File: config.mk
export PLATFORM = sky130hd
export DESIGN_NAME = mem_arbiter
export DESIGN_NICKNAME = d
export VERILOG_FILES = /design/src/rtl/mem_arb_pkg.sv /design/src/rtl/mem_arbiter_owner_fifo.sv /design/src/rtl/mem_arbiter.sv
export SDC_FILE = /design/constraint.sdc
export NUM_CORES = 1
export LEC_CHECK = 0
export ABC_CLOCK_PERIOD_IN_PS = 5000
export CORE_AREA = 2 2 125 127
export CTS_CLUSTER_DIAMETER = 100
export CTS_CLUSTER_SIZE = 28
export DETAILED_ROUTE_END_ITERATION = 10
export DIE_AREA = 0 0 127 129
export RECOVER_POWER = 100
export SYNTH_ARGS = -nofsm -noshare
export SYNTH_HDL_FRONTEND = slang
export SYNTH_SLANG_ARGS = --single-unit
File: constraint.sdc
create_clock -name clk -period 5 [get_ports clk]
set_clock_uncertainty 0.2 [all_clocks]
set_input_delay 1 -clock clk [delete_from_list [all_inputs] [get_ports clk]]
set_output_delay 1 -clock clk [all_outputs]
set_load 0.02 [all_outputs]
File: src/rtl/mem_arb_pkg.sv
// Shared constants for the two-master memory arbiter.
package mem_arb_pkg;

  // Owner IDs as stored in the owner FIFO.
  localparam logic OWN_I = 1'b0;
  localparam logic OWN_D = 1'b1;

  // Largest supported number of outstanding transactions.
  localparam int unsigned MAX_OUT_LIMIT = 4;

  // Occupancy counter width; it must hold MAX_OUT_LIMIT.
  localparam int unsigned CNT_W = 3;

endpackage

File: src/rtl/mem_arbiter_owner_fifo.sv
// One-bit-wide owner FIFO. It records which master issued each accepted
// transaction so that responses can be routed back in order.
module owner_fifo
  import mem_arb_pkg::*;
#(
  parameter int unsigned DEPTH = 2
) (
  input  logic             clk,
  input  logic             rst_ni,
  input  logic             push_i,
  input  logic             din_i,
  input  logic             pop_i,
  output logic             head_o,
  output logic [CNT_W-1:0] count_o,
  output logic             full_o,
  output logic             empty_o
);

  localparam int unsigned PW = (DEPTH > 1) ? $clog2(DEPTH) : 1;
  localparam logic [PW-1:0] LAST = PW'(DEPTH - 1);

  logic [DEPTH-1:0] mem_q;
  logic [PW-1:0]    wr_ptr_q, rd_ptr_q;
  logic [CNT_W-1:0] count_q;
  logic             push_w, pop_w;

  assign full_o  = (count_q == CNT_W'(DEPTH));
  assign empty_o = (count_q == '0);
  assign count_o = count_q;
  assign head_o  = mem_q[rd_ptr_q];

  // An overflowing push or an underflowing pop is ignored.
  assign push_w = push_i && !full_o;
  assign pop_w  = pop_i && !empty_o;

  // Storage is not reset because the count alone marks entries valid.
  always_ff @(posedge clk) begin
    if (push_w) mem_q[wr_ptr_q] <= din_i;
  end

  // Pointers wrap modulo DEPTH; count tracks push minus pop.
  always_ff @(posedge clk) begin
    if (!rst_ni) begin
      wr_ptr_q <= '0;
      rd_ptr_q <= '0;
      count_q  <= '0;
    end else begin
      if (push_w) wr_ptr_q <= (wr_ptr_q == LAST) ? '0 : wr_ptr_q + 1'b1;
      if (pop_w)  rd_ptr_q <= (rd_ptr_q == LAST) ? '0 : rd_ptr_q + 1'b1;
      case ({push_w, pop_w})
        2'b10:   count_q <= count_q + 1'b1;
        2'b01:   count_q <= count_q - 1'b1;
        default: count_q <= count_q;
      endcase
    end
  end

endmodule

File: src/rtl/mem_arbiter.sv
// Two-master arbiter (fetch = I, data = D) in front of one req/gnt/rvalid
// memory port. The request, grant and response paths are purely combinational.
module mem_arbiter
  import mem_arb_pkg::*;
#(
  parameter int unsigned MAX_OUT = 2,
  parameter bit          PRIO_D  = 1'b0
) (
  input  logic        clk,
  input  logic        reset,
  input  logic        i_req_i,
  input  logic [31:0] i_addr_i,
  input  logic        i_we_i,
  input  logic [3:0]  i_be_i,
  input  logic [31:0] i_wdata_i,
  output logic        i_gnt_o,
  output logic        i_rvalid_o,
  output logic [31:0] i_rdata_o,
  input  logic        d_req_i,
  input  logic [31:0] d_addr_i,
  input  logic        d_we_i,
  input  logic [3:0]  d_be_i,
  input  logic [31:0] d_wdata_i,
  output logic        d_gnt_o,
  output logic        d_rvalid_o,
  output logic [31:0] d_rdata_o,
  output logic        mem_req_o,
  output logic [31:0] mem_addr_o,
  output logic        mem_we_o,
  output logic [3:0]  mem_be_o,
  output logic [31:0] mem_wdata_o,
  input  logic        mem_gnt_i,
  input  logic        mem_rvalid_i,
  input  logic [31:0] mem_rdata_i,
  output logic [2:0]  outstanding_o,
  output logic        idle_o,
  output logic        err_o
);

  logic             lock_valid_q, lock_valid_d;
  logic             lock_owner_q, lock_owner_d;
  logic             prio_q, prio_d;   // preferred owner when both request
  logic             err_q, err_d;
  logic             sel_valid, sel_owner, accept, pop;
  logic             fifo_head, fifo_full, fifo_empty;
  logic [CNT_W-1:0] fifo_count;

  owner_fifo #(.DEPTH(MAX_OUT)) u_owner_fifo (
    .clk     (clk),
    .rst_ni  (reset),
    .push_i  (accept),
    .din_i   (sel_owner),
    .pop_i   (pop),
    .head_o  (fifo_head),
    .count_o (fifo_count),
    .full_o  (fifo_full),
    .empty_o (fifo_empty)
  );

  // Pick the master for this cycle: a full FIFO blocks everyone, a pending
  // lock wins next, otherwise fixed or round-robin priority decides.
  always_comb begin
    sel_valid = 1'b0;
    sel_owner = OWN_D;
    if (!fifo_full) begin
      if (lock_valid_q) begin
        sel_valid = 1'b1;
        sel_owner = lock_owner_q;
      end else if (i_req_i && d_req_i) begin
        sel_valid = 1'b1;
        sel_owner = PRIO_D ? OWN_D : prio_q;
      end else if (d_req_i) begin
        sel_valid = 1'b1;
        sel_owner = OWN_D;
      end else if (i_req_i) begin
        sel_valid = 1'b1;
        sel_owner = OWN_I;
      end
    end
  end

  // Route the selected master's payload to memory; zeros when idle.
  always_comb begin
    mem_req_o   = sel_valid;
    mem_addr_o  = '0;
    mem_we_o    = 1'b0;
    mem_be_o    = '0;
    mem_wdata_o = '0;
    if (sel_valid) begin
      if (sel_owner == OWN_D) begin
        mem_addr_o  = d_addr_i;
        mem_we_o    = d_we_i;
        mem_be_o    = d_be_i;
        mem_wdata_o = d_wdata_i;
      end else begin
        mem_addr_o  = i_addr_i;
        mem_we_o    = i_we_i;
        mem_be_o    = i_be_i;
        mem_wdata_o = i_wdata_i;
      end
    end
  end

  assign accept     = sel_valid && mem_gnt_i;
  assign i_gnt_o    = accept && (sel_owner == OWN_I);
  assign d_gnt_o    = accept && (sel_owner == OWN_D);
  assign pop        = mem_rvalid_i && !fifo_empty;
  assign i_rvalid_o = pop && (fifo_head == OWN_I);
  assign d_rvalid_o = pop && (fifo_head == OWN_D);
  assign i_rdata_o  = mem_rdata_i;
  assign d_rdata_o  = mem_rdata_i;

  assign outstanding_o = fifo_count;
  assign idle_o        = (fifo_count == '0) && !lock_valid_q && !i_req_i && !d_req_i;
  assign err_o         = err_q;

  // Next state: lock an ungranted selection, hand priority to the master
  // that did not just win, and flag any rvalid with nothing outstanding.
  always_comb begin
    lock_valid_d = sel_valid && !mem_gnt_i;
    lock_owner_d = sel_valid ? sel_owner : lock_owner_q;
    prio_d       = accept ? ~sel_owner : prio_q;
    err_d        = err_q | (mem_rvalid_i && fifo_empty);
  end

  // Control state register with synchronous active-low reset.
  always_ff @(posedge clk) begin
    if (!reset) begin
      lock_valid_q <= 1'b0;
      lock_owner_q <= OWN_D;
      prio_q       <= OWN_D;
      err_q        <= 1'b0;
    end else begin
      lock_valid_q <= lock_valid_d;
      lock_owner_q <= lock_owner_d;
      prio_q       <= prio_d;
      err_q        <= err_d;
    end
  end

endmodule
==> results.cfg <==
[power_and_ir_drop]
p_seq_frac = 0.077
comb_power_share = 0.848
p_int_uw = 1090
swShare = 0.425
p_sw_uw = 810
power_frac_clock = 0.075
p_total_uw = 1900
power_density_mw_per_mm2 = 416
vdd_drop_max_uv = 172
leakagePower_uw = 0.00212

[yosys]
ys_seq_area_frac = 0.0876
syn_area_per_cell_um2 = 9.69
ys_seq_elements = 11
yosysWarnings = 0
yosys.area.top_type_share = 0.361
synth_area_mm2 = 0.00274
syn_nets = 461
netlist_top_cells_area = mux2_4 (36%), buf_4 (18%), and3_1 (16%), dfxtp_1 (6.6%), buf_12 (5.1%)
yosysUniqueCellTypes = 32
synth_top_area_cell = mux2_4
syn_inst = 283

[hold_path]
worstHoldStart = u_owner_fifo.wr_ptr_q$_SDFFE_PN0N_
holdCritPathClass = flip-flop to flip-flop
hold_depth = 2
holdPathEnd = u_owner_fifo.wr_ptr_q$_SDFFE_PN0N_

[timing]
finalHoldViolations = 0
slew_headroom = 0.490
fmax_mhz = 210
min_period_over_period = 0.954
tns_ns = 0
setup_violations = 0
final_max_slew_viol_count = 0
rsz0062_at_grt = no
layout_setup_ws_ns = 0.232
worst_slew_pin_slew_ns = 0.765
holdWs_ns = 0.293
fin_crit_ns = 4.77

[floorplanning]
dieArea_mm2 = 0.0164
die_w_um = 127
num_io_pins = 319
start_util = 0.183
core-area_mm2 = 0.0150
rows = 45
chipHeight_um = 129

[critical_path]
crit_fanout = 35
crit_path_frequent_cell = dlygate4sd3_1
r2r-start = u_owner_fifo.count_o[1]$_SDFFE_PN0P_
cp_slowest_stage_delay_ns = 0.64
rrSetupSlack_ns = 1.95
critPathRequiredTime_ns = 3.80
endpoint_kind = output pin
r2r-end = u_owner_fifo.count_o[2]$_SDFFE_PN0P_
arrival_ns = 3.57
path_cells = dlygate4sd3_1 -> a21boi_0 -> o211ai_4 -> buf_4 -> mux2_2 -> dlygate4sd3_1
cp_slowest_cell = dlygate4sd3_1
startpoint_type = input pin
worstRegToRegCells = 8
criticalPathCategory = input pin to output pin

[layout]
final_util = 0.306
seq_area_um2 = 240
syn2layout_area_growth_pct = 67.1
drive_above_1_share = 0.184
fillers = 1564
antenna_cells = 0
nets = 604
multi_input_area_mm2 = 0.00175

[grt]
met3_usage = 0.0374
grt_overflow = 0
antenna_found_initial = 0
grtUsageTotal = 0.101
grt_util_met1 = 0.105
grt_pass1_vias = 2608
grt_start_max_net_pins = 76
grt_pass1_wl_um = 13400
grt_use_met2 = 0.193
busiest_layer = met2

[routing]
wire_per_inst_um = 14.7
via_per_inst = 4.10
antenna_left = 0
wirelength_um = 8990
drc_errors = 0
vias = 2516
drt_pass1_iterations = 4
drt_iter0_markers = 51

[placed_design]
pre_cts_ws_ns = 0.414
dp_hpwl_um = 7220
gp_congestion = 0.723
port_buffers = 222

[clock_network]
cts_hold_buf = 0
cts_made_buffers = 3
post_cts_buffers = 0
ctsResizeCount = 0
cts_tree = done
clock_path_buffers = 2
clock_latency_ns = 0.23
path_clk_slew_ns = 0.04
h-tree-depth = 1
cts-root-buf = clkbuf_16
clock-sinks = 11

[status]
status = finished clean

[flow_run]
drv_cap = 0
==> critical path, delay by kind of cell <==
kind,cells,cell delay [ns]
muxes,1,0.40
AOI/OAI and AO/OA,2,0.40
buffers and inverters,3,1.72
==> logic make-up (layout without fill, tap and decap cells) <==
kind of cell               count (synthesis)  in the layout  synth area share
DFF                                       11             11            0.0876
buffers and inverters                     93            235             0.276
adders and majority gates                  2              2            0.0119
muxes                                     71             71             0.381
AOI/OAI and AO/OA                         11             11            0.0324
and+or+nand+nor                           92             92             0.202
xor gates and xnor gates                   3              3           0.00958
==> synth_stat cells <==
library cell  instances
and3_1               70
mux2_4               66
buf_4                64
clkbuf_1              9
dfxtp_1               9
nor2_1                8
buf_12                7
buf_6                 7
inv_1                 6
nor2b_1               4
a21oi_1               3
mux2_2                3
xor2_1                3
edfxtp_1              2
mux2i_1               2
nand2_1               2
o21ai_0               2
or3_1                 2
a21boi_0              1
a311oi_1              1
a41o_1                1
a41oi_1               1
and2_1                1
fa_1                  1
ha_1                  1
nand2b_1              1
nand3_1               1
nor3_1                1
nor3b_1               1
o211ai_4              1
o31ai_1               1
or3b_4                1
==> cell usage in the layout, fill, tap and decap left out, types with 2 or more instances in the layout <==
cell and instances:
xor2_1 3, dlygate4sd3_1 78, mux2i_1 2, clkdlybuf4s50_1 144, inv_1 6, nand2_1 2
clkbuf_16 3, nor2_1 8, dfxtp_1 9, buf_4 2, nor2b_1 4, a21oi_1 3
mux2_2 3, and3_1 70, o21ai_0 2, edfxtp_1 2, mux2_4 66
==> sequential cells by signal, summed over array words and instances, names as in the netlist <==
signal	cells
u_owner_fifo.rd_ptr_q	1
u_owner_fifo.mem_q	2
err_o	1
prio_q	1
u_owner_fifo.wr_ptr_q	1
lock_owner_q	1
lock_valid_q	1
u_owner_fifo.count_o	3
==> worst max-delay path by stage <==
| stage | from | endpoint | slack, ns | depth (start not counted) |
|---|---|---|---|---|
| final | i_req_i | mem_addr_o[31] | 0.23 | 6 |
| after global routing | i_req_i | d_gnt_o | 0.13 | 6 |
| after CTS | d_req_i | mem_we_o | 0.42 | 6 |
| after detailed placement | d_req_i | mem_we_o | 0.41 | 6 |
| after global placement | d_req_i | mem_addr_o[31] | 0.42 | 6 |
| after floorplan | i_req_i | mem_addr_o[0] | 1.58 | 4 |
==> power groups by stage <==
stage | clock (uW) | sequential [uW] | combinational, uW
floorplan | 0 | 159 | 1240
finish | 142 | 147 | 1620
global placement | 0 | 147 | 1700
detailed placement | 0 | 149 | 1720
global route | 152 | 151 | 1720
CTS | 146 | 148 | 1730
==> cell type report <==
| type | count | share of cell area |
|---|---|---|
| clock buffers | 4 | 0.0172 |
| well taps | 188 | 0.0513 |
| repair buffers | 225 | 0.493 |
| flip-flops and latches | 11 | 0.0524 |
| multi-input cells | 179 | 0.381 |
| inverters | 6 | 0.00492 |
==> metrics by stage <==
stage	area, um^2	instances
after floorplan	2740	283
after global placement	4500	609
after detailed placement	4500	609
after CTS	4580	613
after global routing	4580	613
final	4580	613
==> metal layers <==
metal,vias to the layer above,wire length (um)
met5,-,0
met4,0,167
met3,24,1050
met2,150,4480
met1,1128,3300
li1,1214,-
Power figures use the tool's default switching activity.
